==> src/rtl/inflight_queue_ctrl_pkg.sv <==
// Shared types and pointer helpers for the in-flight request window controller.
// Window geometry is fixed here so every block agrees on pointer and index widths.
package inflight_queue_ctrl_pkg;

  localparam int LOG_DEPTH = 3;
  localparam int DEPTH     = 1 << LOG_DEPTH;
  localparam int ID_WIDTH  = 4;

  // Pointers carry one extra MSB as the wrap bit.
  typedef logic [LOG_DEPTH:0]   ptrT;
  typedef logic [LOG_DEPTH-1:0] idxT;
  typedef logic [ID_WIDTH-1:0]  entryIdT;

  function automatic logic isEmpty(input ptrT headPtr, input ptrT tailPtr);
    return headPtr == tailPtr;
  endfunction

  function automatic logic isFull(input ptrT headPtr, input ptrT tailPtr);
    return (headPtr[LOG_DEPTH-1:0] == tailPtr[LOG_DEPTH-1:0]) &&
           (headPtr[LOG_DEPTH] != tailPtr[LOG_DEPTH]);
  endfunction

endpackage

==> src/rtl/inflight_queue_ctrl_if.sv <==
// Handshake bundle between the prefetcher (master) and the in-flight window controller (slave).
// The flush signal exists only when INFLIGHT_FLUSH_EN is defined.
interface inflight_queue_ctrl_if;
  import inflight_queue_ctrl_pkg::*;

  logic                 allocValid;
  entryIdT              allocId;
  logic                 allocReady;
  idxT                  allocIdx;
  logic                 doneValid;
  idxT                  doneIdx;
  logic                 errDone;
  logic                 retireValid;
  logic                 retireReady;
  entryIdT              retireId;
  idxT                  retireIdx;
  logic [DEPTH-1:0]     validMask;
  logic [DEPTH-1:0]     doneMask;
  ptrT                  count;
`ifdef INFLIGHT_FLUSH_EN
  logic                 flush;
`endif

  modport master (
    output allocValid, allocId, doneValid, doneIdx, retireReady,
`ifdef INFLIGHT_FLUSH_EN
    output flush,
`endif
    input  allocReady, allocIdx, errDone, retireValid, retireId, retireIdx,
           validMask, doneMask, count
  );

  modport slave (
    input  allocValid, allocId, doneValid, doneIdx, retireReady,
`ifdef INFLIGHT_FLUSH_EN
    input  flush,
`endif
    output allocReady, allocIdx, errDone, retireValid, retireId, retireIdx,
           validMask, doneMask, count
  );

endinterface

==> src/rtl/inflight_queue_ctrl_range_mask.sv <==
// Cyclic range mask: bits [headIdx, tailIdx) set, wrapping past the top index.
// Equal indices yield all-ones; the caller gates that with its empty flag.
module inflight_queue_ctrl_range_mask
  import inflight_queue_ctrl_pkg::*;
(
  input  idxT              headIdx,
  input  idxT              tailIdx,
  output logic [DEPTH-1:0] mask
);

  // NOTE: combinational blocks use blocking '=' and assign a default first so no latch is inferred.
  always_comb begin
    mask = '0;
    for (int i = 0; i < DEPTH; i++) begin
      if (headIdx < tailIdx)
        mask[i] = (idxT'(i) >= headIdx) && (idxT'(i) < tailIdx);
      else
        mask[i] = (idxT'(i) >= headIdx) || (idxT'(i) < tailIdx);
    end
  end

endmodule

==> src/rtl/inflight_queue_ctrl.sv <==
// In-flight request window: in-order alloc at the tail, out-of-order completion, in-order retire.
// Optional flush port and logic are enabled by defining INFLIGHT_FLUSH_EN.
module inflight_queue_ctrl
  import inflight_queue_ctrl_pkg::*;
(
  input  logic                 clk,
  input  logic                 resetN,
  inflight_queue_ctrl_if.slave bus
);

  ptrT              headPtr, tailPtr;
  ptrT              headNext, tailNext;
  logic [DEPTH-1:0] doneQ, doneNext;
  logic             errDoneQ, errNext;
  entryIdT          idMem [DEPTH];

  idxT              headIdx, tailIdx;
  logic             empty, full;
  logic [DEPTH-1:0] rangeMask, validMask;
  logic             flushNow, allocFire, retireFire, doneLegal;

  assign headIdx = headPtr[LOG_DEPTH-1:0];
  assign tailIdx = tailPtr[LOG_DEPTH-1:0];
  assign empty   = isEmpty(headPtr, tailPtr);
  assign full    = isFull(headPtr, tailPtr);

  inflight_queue_ctrl_range_mask uRangeMask (
    .headIdx (headIdx),
    .tailIdx (tailIdx),
    .mask    (rangeMask)
  );

  // Full case falls out of the all-ones result for equal indices.
  assign validMask = empty ? '0 : rangeMask;

`ifdef INFLIGHT_FLUSH_EN
  assign flushNow = bus.flush;
`else
  assign flushNow = 1'b0;
`endif

  assign allocFire  = bus.allocValid && !full && !flushNow;
  assign retireFire = bus.retireValid && bus.retireReady && !flushNow;
  // Qualified against the pre-edge mask, so a notice for the slot being allocated now is illegal.
  assign doneLegal  = bus.doneValid && validMask[bus.doneIdx] && !doneQ[bus.doneIdx];

  always_comb begin
    headNext = headPtr;
    tailNext = tailPtr;
    doneNext = doneQ;
    errNext  = 1'b0;
    if (flushNow) begin
      headNext = tailPtr;
      doneNext = '0;
    end else begin
      if (retireFire) begin
        doneNext[headIdx] = 1'b0;
        headNext          = headPtr + 1'b1;
      end
      if (allocFire) begin
        doneNext[tailIdx] = 1'b0;
        tailNext          = tailPtr + 1'b1;
      end
      if (doneLegal)
        doneNext[bus.doneIdx] = 1'b1;
      errNext = bus.doneValid && !doneLegal;
    end
  end

  always_ff @(posedge clk or negedge resetN) begin
    if (!resetN) begin
      headPtr  <= '0;
      tailPtr  <= '0;
      doneQ    <= '0;
      errDoneQ <= 1'b0;
    end else begin
      headPtr  <= headNext;
      tailPtr  <= tailNext;
      doneQ    <= doneNext;
      errDoneQ <= errNext;
    end
  end

  // NOTE: ID storage has no reset; an entry is only read after its allocation wrote it.
  always_ff @(posedge clk) begin
    if (allocFire)
      idMem[tailIdx] <= bus.allocId;
  end

  assign bus.allocReady  = !full;
  assign bus.allocIdx    = tailIdx;
  assign bus.errDone     = errDoneQ;
  assign bus.retireValid = !empty && doneQ[headIdx];
  assign bus.retireId    = idMem[headIdx];
  assign bus.retireIdx   = headIdx;
  assign bus.validMask   = validMask;
  assign bus.doneMask    = doneQ & validMask;
  assign bus.count       = tailPtr - headPtr;

endmodule
==> src/flat_wrapper.sv <==
// flat-port wrapper written by rule: the top's interface ports become plain ports
module inflight_queue_ctrl_flat import inflight_queue_ctrl_pkg::*;
  (clk, resetN, bus_allocValid, bus_allocId, bus_doneValid, bus_doneIdx, bus_retireReady, bus_allocReady, bus_allocIdx, bus_errDone, bus_retireValid, bus_retireId, bus_retireIdx, bus_validMask, bus_doneMask, bus_count);
  inflight_queue_ctrl_if bus_i ();
  input  logic clk;
  input  logic resetN;
  input wire logic [$bits(bus_i.allocValid)-1:0] bus_allocValid;
  input wire logic [$bits(bus_i.allocId)-1:0] bus_allocId;
  input wire logic [$bits(bus_i.doneValid)-1:0] bus_doneValid;
  input wire logic [$bits(bus_i.doneIdx)-1:0] bus_doneIdx;
  input wire logic [$bits(bus_i.retireReady)-1:0] bus_retireReady;
  output wire logic [$bits(bus_i.allocReady)-1:0] bus_allocReady;
  output wire logic [$bits(bus_i.allocIdx)-1:0] bus_allocIdx;
  output wire logic [$bits(bus_i.errDone)-1:0] bus_errDone;
  output wire logic [$bits(bus_i.retireValid)-1:0] bus_retireValid;
  output wire logic [$bits(bus_i.retireId)-1:0] bus_retireId;
  output wire logic [$bits(bus_i.retireIdx)-1:0] bus_retireIdx;
  output wire logic [$bits(bus_i.validMask)-1:0] bus_validMask;
  output wire logic [$bits(bus_i.doneMask)-1:0] bus_doneMask;
  output wire logic [$bits(bus_i.count)-1:0] bus_count;
  assign bus_i.allocValid = bus_allocValid;
  assign bus_i.allocId = bus_allocId;
  assign bus_i.doneValid = bus_doneValid;
  assign bus_i.doneIdx = bus_doneIdx;
  assign bus_i.retireReady = bus_retireReady;
  assign bus_allocReady = bus_i.allocReady;
  assign bus_allocIdx = bus_i.allocIdx;
  assign bus_errDone = bus_i.errDone;
  assign bus_retireValid = bus_i.retireValid;
  assign bus_retireId = bus_i.retireId;
  assign bus_retireIdx = bus_i.retireIdx;
  assign bus_validMask = bus_i.validMask;
  assign bus_doneMask = bus_i.doneMask;
  assign bus_count = bus_i.count;
  inflight_queue_ctrl u_core (.clk(clk), .resetN(resetN), .bus(bus_i));
endmodule
==> config.mk <==
export PLATFORM = sky130hd
export DESIGN_NAME = inflight_queue_ctrl_flat
export DESIGN_NICKNAME = d
export VERILOG_FILES = /design/src/rtl/inflight_queue_ctrl_pkg.sv /design/src/rtl/inflight_queue_ctrl_if.sv /design/src/rtl/inflight_queue_ctrl_range_mask.sv /design/src/rtl/inflight_queue_ctrl.sv /design/src/flat_wrapper.sv
export SDC_FILE = /design/constraint.sdc
export NUM_CORES = 1
export LEC_CHECK = 0
export BUFFER_PORTS_ARGS = -buffer_cell sky130_fd_sc_hd__buf_2
export CAP_MARGIN = 25
export CORE_UTILIZATION = 57
export CTS_CLUSTER_DIAMETER = 50
export DETAILED_ROUTE_END_ITERATION = 8
export GPL_ROUTABILITY_DRIVEN = 0
export PLACE_DENSITY_LB_ADDON = 0.25
export RECOVER_POWER = 50
export SLEW_MARGIN = 20
export SYNTH_ARGS = -nofsm -noshare
export SYNTH_HDL_FRONTEND = slang
export SYNTH_SLANG_ARGS = --single-unit
==> constraint.sdc <==
create_clock -name clk -period 3.4 [get_ports clk]
set_input_delay 0.17 -clock clk [delete_from_list [all_inputs] [get_ports clk]]
set_output_delay 0.17 -clock clk [all_outputs]
set_load 0.05 [all_outputs]
==> reports/qor.txt <==
DIE WIDTH: 72.7 um
Maximum fanout along the worst path: 15
Num CTS Buffers: 5
First-pass GRT wire length: 10800 um
Gate count after technology mapping: 271
Distinct cell type count of the synthesized netlist: 55
Library cell with the largest summed area after synthesis: edfxtp_1
Detail Route Antenna Nets: 0
CTS Buffer Depth: 2
Top cells by area, synth: edfxtp_1, dfrtp_1, mux2i_1, ha_1, nand2_1
TritonCTS clock tree: done
Number of global-route vias before repair: 2161
RSZ-0062 raised after global routing: no
Worst Tran Pin Value: 0.961 ns
Total number of yosys warnings: 0
Core region area: 4750 um2
Area fraction of the dominant cell type after synthesis: 33.7%
Number of max-cap violations: 0
Avg Cell Area, Syn: 10.5 um2
Post-synthesis instance area: 2850 um2
Nets: 334
Height of the die: 72.7 um
Residual DRC count: 0
Time the final worst path needs with I/O delays and setup: 3.15 ns
Die area: 5290 um2
Maximum number of pins on one net before global-route repair: 23
CTS root buf: clkbuf_8
Clk_skew: 0.0109 ns
First-pass iteration count of the detailed router: 5
Maximum level of the CTS H-tree: 2
Worst path arrival time: 2.98 ns
Detailed-route via count: 2221
N_diodes: 0
Result of the run: completed
Port Buf Inserts: 44
Flops & latches, synth: 49
Clock-pin slew of the registers on the worst-case setup and hold paths: 0.08 ns
Maximum clock frequency: 318 MHz
Class of the tightest hold or removal check: in2reg
Overflow left after global routing: 0
Number of filler instances in the final layout: 388
Clock Latency Late Sink: 0.30 ns
Total routed wirelength: 6600 um
Standard-cell row count: 25
Number of failing hold endpoints at the final stage: 0
Antenna violations before repair: 0
Remaining max-slew budget at the tightest pin: 35.9%
DP HPWL: 4850 um
WP data required: 3.23 ns
Period utilization: 92.6%
Max-slew violation count: 0
Sequential fraction of the synthesis area: 48.6%
Total Negative Setup Slacks: 0 ns
FFs w/ async S/R, synth: 34.7%
Nature of the critical path startpoint: flop
Sequential cell area in the final layout: 1390 um2
Setup Viol. Count Final: 0
Starting Density: 60.0%
GRT Overall Usage: 27.4%
Critical Path Sink Type: output port
Number of flops mapped to enable cells by yosys: 32
Fraction of layout instances using a drive strength above 1: 15.8%
Combined area of the multi-input logic cells: 1310 um2
Area overhead of the layout relative to synthesis: 11.1%
Via-per-instance ratio: 5.88
Routed WL per cell: 17.4 um
# resized after CTS: 0
Critical Setup Path Class: reg2out
Prevailing post-synth register cell: edfxtp_1
Clock Sink Count: 49
Initial detailed-routing violation count: 150
Post-synthesis net count: 295
Number of primary I/O pins: 45
cells in the final DEF (no fill, tap or decap), drive strengths merged, types with 5 or more instances in the layout:
master	n
nand2	32
inv	11
dfrtp	17
xor2	5
nor2	29
edfxtp	32
o221ai	11
a21oi	12
buf	30
mux2i	16
a31oi	5
and2	11
nand3	7
ha	11
o21ai	14
clkbuf	22
kinds of logic after synthesis:
logic type                 Yosys count  share of synthesized area, %
xor gates and xnor gates             8                          2.46
muxes                               17                          6.40
and+or+nand+nor                     94                          16.0
AOI/OAI and AO/OA                   60                          14.6
buffers and inverters               27                          4.91
adders and majority gates           16                          7.02
DFF                                 49                          48.6
final timing paths:
path / startpoint / end / slack [ns] / cells past startpoint
setup / recovery: u_core.headPtr[1]$_DFFE_PN0N_ / bus_doneMask[2] / 0.25 / 8
hold / removal: bus_doneValid / u_core.bus.errDone$_DFF_PN0_ / 0.12 / 2
setup reg to reg: u_core.headPtr[1]$_DFFE_PN0N_ / u_core.doneQ[0]$_DFF_PN0_ / 0.35 / 8
hold reg to reg: u_core.tailPtr[3]$_DFFE_PN0P_ / u_core.tailPtr[3]$_DFFE_PN0P_ / 0.49 / 1
max in group asynchronous: resetN / u_core.doneQ[4]$_DFF_PN0_ / 2.28 / 2
min in group asynchronous: resetN / u_core.tailPtr[0]$_DFFE_PN0P_ / 0.53 / 2
state kept, by name, indices dropped and copies added (netlist names):
signal,flops
u_core.bus.errDone,1
u_core.idMem,32
u_core.tailPtr,4
u_core.headPtr,4
u_core.doneQ,8
final cells by class:
cell class	instances	area share, %
clock buffer	5	2.17
tap	67	2.65
timing repair buffer	48	7.31
inverter	11	1.30
multi-input combinational	195	41.4
sequential	49	43.8
clock inverter	3	1.38
layer usage:
metal	share of wire [%]	vias up	track usage, %
met3	7.3	14	5.80
met1	45	1038	38.7
li1	-	1059	-
met5	0	-	0
met2	46	110	42.2
met4	1.5	0	9.59
cells in the mapped netlist (all sizes together), types with 2 or more instances:
library cell and n:
nor2 29, xor2 5, ha 11, inv 10
nor2b 3, nand3b 2, o41ai 2, nor3 2
or2 2, maj3 4, nand3 7, o21ai 14
a31oi 5, nand2b 2, o211ai 4, nand2 32
mux2i 16, and2 11, clkbuf 6, a21oi 12
o31ai 2, edfxtp 32, dfrtp 17, xnor2 3
o221ai 11, buf 10
stage by stage:
| stage | area (um2) | setup WS, ns | utilization (%) | hold WS [ns] | std cells |
|---|---|---|---|---|---|
| floorplan | 2850 | 0.0522 | - | -0.126 | 271 |
| global placement | 3080 | 0.731 | 64.8 | 0.113 | 369 |
| detailed placement | 3080 | 0.640 | 64.8 | 0.120 | 369 |
| CTS | 3200 | 0.299 | 67.4 | 0.111 | 378 |
| global route | 3170 | 0.0783 | 66.6 | 0.111 | 378 |
| finish | 3170 | 0.251 | 66.6 | 0.119 | 378 |
critical path, cell delays in order (launching register included):
cell and delay (ns):
dfrtp_1 0.66, clkinv_1 0.19, ha_1 0.38, nand3b_2 0.18
and2_1 0.27, maj3_1 0.38, nor2_1 0.22, and2_1 0.16
buf_2 0.25
timing repair:
item	in CTS	in global routing
hold buffers	1	0
hold endpoints to repair	17	0
buffers inserted	0	0
Power is not shown: default switching activity piles up to over one toggle a cycle in this logic, so the estimate is an artifact.
